$ cat src/rtl/hhmm_display.sv
// hhmm_display: hour keeper and 4-digit multiplexed HH:MM display driver.
//
// Tracks the hour (0..23) and advances it whenever the upstream minute counter
// rolls over from 59 to 0. The hour can also be loaded directly. The minute
// and hour values are converted to registered BCD digits, which are then
// scanned onto a common 7-segment display, one digit at a time.
//
// Ports:
//   clk       - rising-edge clock
//   rst       - asynchronous active-high reset
//   min_cnt   - minute count 0..59 from upstream; values 60..63 are ignored
//   set_en    - one-cycle strobe that loads set_hour (values above 23 ignored)
//   set_hour  - hour value to load
//   hour      - current hour 0..23
//   hour_wrap - one-cycle pulse when the hour wraps from 23 to 0
//   min_tens, min_ones, hr_tens, hr_ones - registered BCD digits
//   seg       - active-low segments {g,f,e,d,c,b,a}
//   an        - active-low digit enables, an[0] is the rightmost digit
module hhmm_display #(
  parameter int SCAN_DIV = 1000
) (
  input  logic       clk,
  input  logic       rst,
  input  logic [5:0] min_cnt,
  input  logic       set_en,
  input  logic [4:0] set_hour,
  output logic [4:0] hour,
  output logic       hour_wrap,
  output logic [3:0] min_tens,
  output logic [3:0] min_ones,
  output logic [3:0] hr_tens,
  output logic [3:0] hr_ones,
  output logic [6:0] seg,
  output logic [3:0] an
);

  localparam int DIV_W = (SCAN_DIV > 1) ? $clog2(SCAN_DIV) : 1;
  localparam logic [DIV_W-1:0] DIV_LAST = DIV_W'(SCAN_DIV - 1);

  // Digit being scanned, in display order from right to left.
  typedef enum logic [1:0] {
    DIG_MIN_ONES = 2'd0,
    DIG_MIN_TENS = 2'd1,
    DIG_HR_ONES  = 2'd2,
    DIG_HR_TENS  = 2'd3
  } digit_t;

  logic [5:0]       min_q, min_d;
  logic [4:0]       hour_q, hour_d;
  logic             hour_wrap_q, hour_wrap_d;
  logic [3:0]       min_tens_q, min_tens_d;
  logic [3:0]       min_ones_q, min_ones_d;
  logic [3:0]       hr_tens_q, hr_tens_d;
  logic [3:0]       hr_ones_q, hr_ones_d;
  logic [DIV_W-1:0] div_q, div_d;
  digit_t           idx_q, idx_d;
  logic [6:0]       seg_q, seg_d;
  logic [3:0]       an_q, an_d;

  logic       min_valid;
  logic       set_valid;
  logic       rollover;
  logic [7:0] min_bcd;
  logic [7:0] hr_bcd;
  logic [3:0] sel_digit;
  logic       blank;

  // Binary (0..59) to two BCD digits by repeated subtraction of ten.
  function automatic logic [7:0] to_bcd(input logic [5:0] v);
    logic [5:0] rem;
    logic [3:0] tens;
    rem  = v;
    tens = 4'd0;
    for (int i = 0; i < 5; i++) begin
      if (rem >= 6'd10) begin
        rem  = rem - 6'd10;
        tens = tens + 4'd1;
      end
    end
    return {tens, rem[3:0]};
  endfunction

  // Active-low gfedcba pattern; anything that is not a decimal digit is dark.
  function automatic logic [6:0] seg_decode(input logic [3:0] d);
    logic [6:0] s;
    case (d)
      4'd0:    s = 7'b1000000;
      4'd1:    s = 7'b1111001;
      4'd2:    s = 7'b0100100;
      4'd3:    s = 7'b0110000;
      4'd4:    s = 7'b0011001;
      4'd5:    s = 7'b0010010;
      4'd6:    s = 7'b0000010;
      4'd7:    s = 7'b1111000;
      4'd8:    s = 7'b0000000;
      4'd9:    s = 7'b0010000;
      default: s = 7'b1111111;
    endcase
    return s;
  endfunction

  // Minute capture and hour keeping. The rollover is seen as the registered
  // minute sitting at 59 while a valid 0 arrives, so out-of-range glitches in
  // between neither update min_q nor break the detection. A valid load wins
  // over a same-cycle rollover; an out-of-range load is treated as absent.
  always_comb begin
    min_valid   = (min_cnt <= 6'd59);
    set_valid   = set_en && (set_hour <= 5'd23);
    rollover    = (min_q == 6'd59) && min_valid && (min_cnt == 6'd0);
    min_d       = min_valid ? min_cnt : min_q;
    hour_d      = hour_q;
    hour_wrap_d = 1'b0;
    if (set_valid) begin
      hour_d = set_hour;
    end else if (rollover) begin
      if (hour_q == 5'd23) begin
        hour_d      = 5'd0;
        hour_wrap_d = 1'b1;
      end else begin
        hour_d = hour_q + 5'd1;
      end
    end
  end

  // BCD digits follow min_q and hour_q with one cycle of latency.
  always_comb begin
    min_bcd    = to_bcd(min_q);
    hr_bcd     = to_bcd({1'b0, hour_q});
    min_tens_d = min_bcd[7:4];
    min_ones_d = min_bcd[3:0];
    hr_tens_d  = hr_bcd[7:4];
    hr_ones_d  = hr_bcd[3:0];
  end

  // Scan timing: each digit is held for SCAN_DIV cycles, and the index steps
  // on the last cycle of each hold period.
  always_comb begin
    div_d = div_q + DIV_W'(1);
    idx_d = idx_q;
    if (div_q == DIV_LAST) begin
      div_d = '0;
      idx_d = digit_t'(idx_q + 2'd1);
    end
  end

  // Segment and anode selection from the current index; registered together
  // so they always change on the same edge. A zero hour-tens digit is blanked.
  always_comb begin
    an_d      = 4'b1110;
    sel_digit = min_ones_q;
    blank     = 1'b0;
    case (idx_q)
      DIG_MIN_ONES: begin
        an_d      = 4'b1110;
        sel_digit = min_ones_q;
      end
      DIG_MIN_TENS: begin
        an_d      = 4'b1101;
        sel_digit = min_tens_q;
      end
      DIG_HR_ONES: begin
        an_d      = 4'b1011;
        sel_digit = hr_ones_q;
      end
      DIG_HR_TENS: begin
        an_d      = 4'b0111;
        sel_digit = hr_tens_q;
        blank     = (hr_tens_q == 4'd0);
      end
      default: begin
        an_d      = 4'b1110;
        sel_digit = min_ones_q;
      end
    endcase
    seg_d = blank ? 7'b1111111 : seg_decode(sel_digit);
  end

  // State registers; reset leaves digit 0 lit showing "0".
  always_ff @(posedge clk or posedge rst) begin
    if (rst) begin
      min_q       <= 6'd0;
      hour_q      <= 5'd0;
      hour_wrap_q <= 1'b0;
      min_tens_q  <= 4'd0;
      min_ones_q  <= 4'd0;
      hr_tens_q   <= 4'd0;
      hr_ones_q   <= 4'd0;
      div_q       <= '0;
      idx_q       <= DIG_MIN_ONES;
      seg_q       <= 7'b1000000;
      an_q        <= 4'b1110;
    end else begin
      min_q       <= min_d;
      hour_q      <= hour_d;
      hour_wrap_q <= hour_wrap_d;
      min_tens_q  <= min_tens_d;
      min_ones_q  <= min_ones_d;
      hr_tens_q   <= hr_tens_d;
      hr_ones_q   <= hr_ones_d;
      div_q       <= div_d;
      idx_q       <= idx_d;
      seg_q       <= seg_d;
      an_q        <= an_d;
    end
  end

  assign hour      = hour_q;
  assign hour_wrap = hour_wrap_q;
  assign min_tens  = min_tens_q;
  assign min_ones  = min_ones_q;
  assign hr_tens   = hr_tens_q;
  assign hr_ones   = hr_ones_q;
  assign seg       = seg_q;
  assign an        = an_q;

endmodule

$ cat config.mk
export PLATFORM = sky130hd
export DESIGN_NAME = hhmm_display
export DESIGN_NICKNAME = d
export VERILOG_FILES = /design/src/rtl/hhmm_display.sv
export SDC_FILE = /design/constraint.sdc
export NUM_CORES = 1
export LEC_CHECK = 0
export ABC_AREA = 1
export CAP_MARGIN = 20
export CORE_MARGIN = 1.5
export CORE_UTILIZATION = 50
export CTS_CLUSTER_SIZE = 40
export DETAILED_ROUTE_END_ITERATION = 7
export DONT_BUFFER_PORTS = 1
export GPL_ROUTABILITY_DRIVEN = 0
export PLACE_DENSITY_LB_ADDON = 0.3
export SLEW_MARGIN = 20
export SYNTH_ARGS = -nofsm -noshare
export SYNTH_HDL_FRONTEND = slang
export SYNTH_SLANG_ARGS = --single-unit
$ cat constraint.sdc
create_clock -name clk -period 4.7 [get_ports clk]
set_clock_uncertainty 0.2 [all_clocks]
set_input_delay 0.235 -clock clk [delete_from_list [all_inputs] [get_ports clk]]
set_output_delay 0.235 -clock clk [all_outputs]
set_load 0.03 [all_outputs]
==> impl_metrics.env, run 1 <==
export IMPL_hold_worst_slack_ns=-0.004091
export IMPL_drive_above_1_share_pct=19.59
export IMPL_postSynthAreaPerCell_um2=7.428
export IMPL_grt_pass1_wl_mm=13.74
export IMPL_fmax_mhz=235.5
export IMPL_slowest_delay_ns=0.40
export IMPL_wl_mm=7.930
export IMPL_worst_setup_path_end_kind="register"
export IMPL_grt_overflow_total=0
export IMPL_final_seq_area_mm2=0.001284
export IMPL_num_fill_cells=761
export IMPL_fp_dieH_um=94.78
export IMPL_most_common_layout_cells="nand2_1 (140), inv_1 (83), dfrtp_1 (45)"
export IMPL_vias_per_cell=5.010
export IMPL_hpwlAfterDp_mm=6.335
export IMPL_finalSetupTns_ns=0
export IMPL_cts_tree="done"
export IMPL_drcViolationCount=0
export IMPL_crit_path_frequent_cell="nand2_1"
export IMPL_rsz0062_at_grt="no"
export IMPL_grt_max_degree=52
export IMPL_clock_path_buffers=2
export IMPL_yosys_warnings=0
export IMPL_crit_fanout=8
export IMPL_report_final_setup_viol=0
export IMPL_slew_headroom_pct=44.26
export IMPL_synth_async_reset_ratio_pct=100.0
export IMPL_row_count=33
export IMPL_multiInputGateArea_mm2=0.002540
export IMPL_path_class="register to register"
export IMPL_drtIter0Drc=113
export IMPL_track_usage_pct=18.81
export IMPL_worst_path_max_delay_cell="dfrtp_1"
export IMPL_die_w_um=94.78
export IMPL_clock_sinks=51
export IMPL_vdd_drop_max_mv=0.3607
export IMPL_drt_first_pass_iters=7
export IMPL_htreeDepth=2
export IMPL_initial_core_util_pct=51.52
export IMPL_leakagePower_nw=2.482
export IMPL_finalHoldViolCount=1
export IMPL_ys_seq_area_share_pct=30.42
export IMPL_violations="hold timing"
export IMPL_io_pins=47
export IMPL_syn_nets=611
export IMPL_power_density_mw_per_mm2=741.0
export IMPL_max_cap_violations=0
export IMPL_post_cts_buffers=0
export IMPL_portBuffers=0
export IMPL_core_mm2=0.008175
export IMPL_synthCells=567
export IMPL_finalCritPeriodShare_pct=90.34
export IMPL_grt_pass1_vias=3279
export IMPL_synth_area_mm2=0.004212
export IMPL_netlist_cell_type_count=45
export IMPL_syn2layout_area_growth_pct=9.536
export IMPL_num_vias=3492
export IMPL_cts_clk_slew_worst_paths_ns=0.09
export IMPL_slew_viol_final=0
export IMPL_ys_ff_latch=51
export IMPL_fin_nets=636
export IMPL_wl_per_cell_um=11.38
export IMPL_cts_root_buf="clkbuf_8"
export IMPL_clk_latency_ns=0.30
export IMPL_cp_data_arrival_time_ns=4.29
export IMPL_cts_buffers=5
export IMPL_stdcell_count=697
export IMPL_ant_nets=0
export IMPL_die_area_mm2=0.008982
export IMPL_layout_commonest_cell="nand2_1"
export IMPL_dp_cells=674
export IMPL_period_minus_slack_ns=4.246
export IMPL_min_path_type="input pin to register"
export IMPL_cp_data_required_time_ns=4.75
export IMPL_synthFlopType="dfrtp_1"
export IMPL_worst_pin_slew_ns=0.8361
export IMPL_status="complete, but fails checks"
export IMPL_antenna_found_initial=0
export IMPL_diodes=0
export IMPL_start_kind="register"
export IMPL_synth_edf_count=0
-- routing by layer --
layer | part of all wire [%] | GRT usage, %
met5 | 0 | 0
met4 | 0.62 | 3.483
met3 | 4.8 | 3.623
met2 | 49 | 34.76
met1 | 45 | 22.57
-- logic make-up after synthesis --
family | count (synthesis) | synth area share (%)
xor gates and xnor gates | 8 | 1.664
DFF | 51 | 30.42
and+or+nand+nor | 319 | 40.94
buffers and inverters | 102 | 9.269
AOI/OAI and AO/OA | 57 | 8.795
adders and majority gates | 30 | 8.913
-- worst max-delay path, delay by kind of cell (launching register included) --
| family | cells | cell delay (ns) |
|---|---|---|
| buffers and inverters | 4 | 0.32 |
| AND/OR/NAND/NOR | 20 | 2.16 |
| flip-flops | 1 | 0.40 |
| adder cells (fa/ha/maj) | 4 | 0.73 |
| AO/OA/AOI/OAI | 2 | 0.39 |
-- where the power goes --
part,internal (mW),leakage [nW],switching (mW)
Sequential,0.569,0.619,0.260
Clock,0.119,0.0477,0.142
Combinational,0.817,1.82,1.51
-- state kept, by name (all words and copies together), names as in the netlist --
register   cells
seg            7
idx_q          2
div_q         10
hr_ones        4
min_ones       4
min_q          6
min_tens       4
an             4
hr_tens        4
hour_wrap      1
hour           5
-- synth_stat cells, types with 2 or more instances --
library cell	instances	share of area [%]
o22ai_1	3	0.45
nand3_2	5	1.2
nand2_1	140	12
clkinv_1	2	0.18
xor2_1	8	1.7
inv_1	84	7.5
nor2_1	34	3.0
o21ai_0	14	1.7
a21oi_1	12	1.4
a31oi_1	5	0.74
nor3_1	8	0.95
a21oi_2	3	0.62
nor2_4	5	1.3
dfstp_2	4	2.5
nand2_4	24	6.4
nand4_1	9	1.3
nor2_2	4	0.59
o211ai_1	5	0.89
o21ai_1	5	0.59
nor4_1	3	0.45
nand3_1	44	5.2
dfrtp_1	47	28
inv_2	13	1.2
ha_1	30	8.9
nand4_4	2	1.0
nand3b_1	3	0.53
nand2_2	33	4.9
-- layout make-up --
class	count	share of cell area, %
inverters	101	8.327
clock inverters	1	0.1899
repair buffers	19	3.960
well taps	105	2.848
flip-flops and latches	51	27.83
clock buffers	6	1.790
multi-input cells	414	55.06
-- metrics by stage --
stage	hold WS [ns]	util (%)	total power, mW	cell area, µm²	setup slack, ns
floorplan	0.1346	-	2.778	4212	0.6653
global placement	0.1436	53.31	3.080	4358	0.4351
detailed placement	0.1460	53.31	3.160	4358	0.3623
CTS	0.0006489	56.38	3.439	4609	0.3194
global route	0.01940	56.43	3.821	4613	0.009319
finish	-0.004091	56.43	3.419	4613	0.4541
-- worst paths after layout --
check / startpoint / endpoint / slack [ns] / cells past startpoint
worst min-delay path: min_cnt[0] / hour_wrap / -0.004 / 3
worst max-delay path: hour[2] / hr_ones[3] / 0.45 / 30
worst min register to register: min_q[0] / min_ones[0] / 0.20 / 0
worst max register to register: hour[2] / hr_ones[3] / 0.45 / 30
min in group asynchronous: rst / hour_wrap / 0.33 / 2
max in group asynchronous: rst / hour[3] / 3.44 / 2
-- repair_timing --
item / in CTS / in global routing
endpoints found under the setup margin: 0 / 1
resized for setup: 0 / 2
endpoints found under the hold margin: 58 / 0
hold buffers: 16 / 0
Power figures use the tool's default switching activity.
==> run 2, diff against run 1 <==
--- a/config.mk
+++ b/config.mk
@@ -7,8 +7,10 @@
 export LEC_CHECK = 0
 export ABC_AREA = 1
 export CAP_MARGIN = 20
+export CELL_PAD_IN_SITES_DETAIL_PLACEMENT = 1
+export CELL_PAD_IN_SITES_GLOBAL_PLACEMENT = 1
 export CORE_MARGIN = 1.5
-export CORE_UTILIZATION = 50
+export CORE_UTILIZATION = 47
 export CTS_CLUSTER_SIZE = 40
 export DETAILED_ROUTE_END_ITERATION = 7
 export DONT_BUFFER_PORTS = 1
==> impl_metrics.env, run 2 (synthesis gave the netlist of run 1 again) <==
export IMPL_drcViolationCount=0
export IMPL_top_register="div_q"
export IMPL_finalCritPeriodShare_pct=92.01
export IMPL_fin_nets=635
export IMPL_cp_data_required_time_ns=4.75
export IMPL_slew_headroom_pct=39.23
export IMPL_finalSetupTns_ns=0
export IMPL_cts_buffers=5
export IMPL_place_worst_setup_slack_ns=0.2216
export IMPL_setup_slack_ns=0.3758
export IMPL_cp_num_buf_inv=4
export IMPL_status="complete, no violations"
export IMPL_wl_mm=10.11
export IMPL_cp_data_arrival_time_ns=4.37
export IMPL_grt_pass1_wl_mm=17.66
export IMPL_crit_fanout=8
export IMPL_vias_per_cell=5.256
export IMPL_hpwlAfterDp_mm=7.790
export IMPL_ant_nets=0
export IMPL_num_fill_cells=1104
export IMPL_drive_above_1_share_pct=19.59
export IMPL_report_final_setup_viol=0
export IMPL_m1WireLength_mm=4.567
export IMPL_leakagePower_nw=2.496
export IMPL_drtIter0Drc=75
export IMPL_htreeDepth=2
export IMPL_r2r_cells=30
export IMPL_rsz0062_at_grt="no"
export IMPL_die_w_um=97.66
export IMPL_io_pins=47
export IMPL_route_met2_wl_mm=5.043
export IMPL_syn2layout_area_growth_pct=10.37
export IMPL_worst_setup_path_end_kind="register"
export IMPL_crit_path_frequent_cell="nand2_1"
export IMPL_switching_share_pct=55.52
export IMPL_grt_pass1_vias=3876
export IMPL_start_kind="register"
export IMPL_worstHoldEndpoint="hour[1]"
export IMPL_timing_rr_start="hour[4]"
export IMPL_cts_tree="done"
export IMPL_grt_overflow_total=0
export IMPL_layout_commonest_cell="nand2_1"
export IMPL_vdd_drop_max_mv=0.3378
export IMPL_multiInputGateArea_mm2=0.002540
export IMPL_largest_register_ffs=10
export IMPL_portBuffers=0
export IMPL_row_count=34
export IMPL_met3_length_um=323
export IMPL_num_vias=3679
export IMPL_fmax_mhz=231.3
export IMPL_worst_pin_slew_ns=0.9106
export IMPL_slowest_delay_ns=0.53
export IMPL_initial_core_util_pct=48.29
export IMPL_clk_latency_ns=0.31
export IMPL_track_usage_pct=22.12
export IMPL_min_path_type="input pin to register"
export IMPL_power_density_mw_per_mm2=775.0
export IMPL_core_mm2=0.008721
export IMPL_finalHoldViolCount=0
export IMPL_most_common_layout_cells="nand2_1 (140), inv_1 (83), dfrtp_1 (45)"
export IMPL_path_class="register to register"
export IMPL_worstHoldStart="set_en"
export IMPL_p_comb_share_pct=66.9
export IMPL_power_internal_mw=1.602
export IMPL_reg2reg_setup_slack_ns=0.38
export IMPL_cts_clk_slew_worst_paths_ns=0.10
export IMPL_drt_first_pass_iters=4
export IMPL_worst_path_max_delay_cell="dfrtp_2"
export IMPL_fp_dieH_um=97.66
export IMPL_post_cts_buffers=0
export IMPL_pwr_share_seq_pct=23.0
export IMPL_whs_path_depth=3
export IMPL_p_clk_share_pct=10.2
export IMPL_max_cap_violations=0
export IMPL_clock_sinks=51
export IMPL_slew_viol_final=0
export IMPL_antenna_found_initial=0
export IMPL_wl_per_cell_um=14.44
export IMPL_highest_layer="met4"
export IMPL_period_minus_slack_ns=4.324
export IMPL_die_area_mm2=0.009537
export IMPL_grt_max_degree=52
export IMPL_cp_top_family="simple AND/OR/NAND/NOR gates"
export IMPL_diodes=0
export IMPL_final_seq_area_mm2=0.001284
export IMPL_p_sw_mw=2.000
export IMPL_r2r_end="hr_ones[3]"
export IMPL_cts_root_buf="clkbuf_8"
export IMPL_clock_path_buffers=2
## run 2: cell count changes in the layout (fill, tap and decap cells not counted)
cell and delta:
clkbuf_8 -1, o21ai_1 +1, bufinv_16 +2, o21ai_0 -1
dlygate4sd3_1 -1, inv_6 -1, clkbuf_1 +1
## run 2: worst min-delay path: stages
cell	delay, ns
nand2_1	0.10
nand2_1	0.08
a31oi_1	0.08
## run 2: power groups by stage
stage / clock network [mW] / logic [mW] / registers [mW]
after floorplan: 0 / 1.96 / 0.818
after CTS: 0.371 / 2.43 / 0.828
final: 0.366 / 2.41 / 0.828
after detailed placement: 0 / 2.40 / 0.837
after global placement: 0 / 2.28 / 0.836
after global routing: 0.384 / 2.75 / 0.840
## run 2: layer usage
layer  vias up  GRT usage (%)
li1       1854              -
met1      1744          26.64
met2        63          40.97
met3        18          3.165
met4         0          5.714
met5         -              0
## run 2: worst max-delay path by stage
stage / cells past startpoint / slack (ns) / end / from
finish: 30 / 0.38 / hr_ones[3] / hour[4]
global route: 32 / 0.03 / min_ones[3] / min_q[2]
CTS: 30 / 0.20 / hr_ones[3] / hour[4]
detailed placement: 30 / 0.22 / hr_ones[3] / hour[4]
global placement: 30 / 0.36 / hr_ones[3] / hour[4]
floorplan: 27 / 0.67 / hr_tens[2] / hour[2]
## run 2: timing repair
item | 4_1_cts | 5_1_grt
hold buffers | 15 | 0
setup endpoints to repair | 0 | 4
endpoints found under the hold margin | 58 | 0
resized for setup | 0 | 3
## run 2: area by class of cell
cell class | count | area share, %
inverter | 101 | 8.264
clock inverter | 2 | 1.292
clock buffer | 6 | 1.561
timing repair buffer | 18 | 3.715
multi-input combinational | 414 | 54.64
tap | 108 | 2.907
sequential | 51 | 27.62
## run 2: through the flow
stage / cell area (µm²) / util, % / hold WS [ns] / total power, mW / std cells
floorplan: 4212 / - / 0.1346 / 2.778 / 567
global placement: 4362 / 50.01 / 0.1381 / 3.115 / 677
detailed placement: 4362 / 50.01 / 0.1420 / 3.240 / 677
CTS: 4644 / 53.26 / 0.0005501 / 3.629 / 700
global route: 4648 / 53.30 / 0.05220 / 3.977 / 700
finish: 4648 / 53.30 / 0.01492 / 3.602 / 700
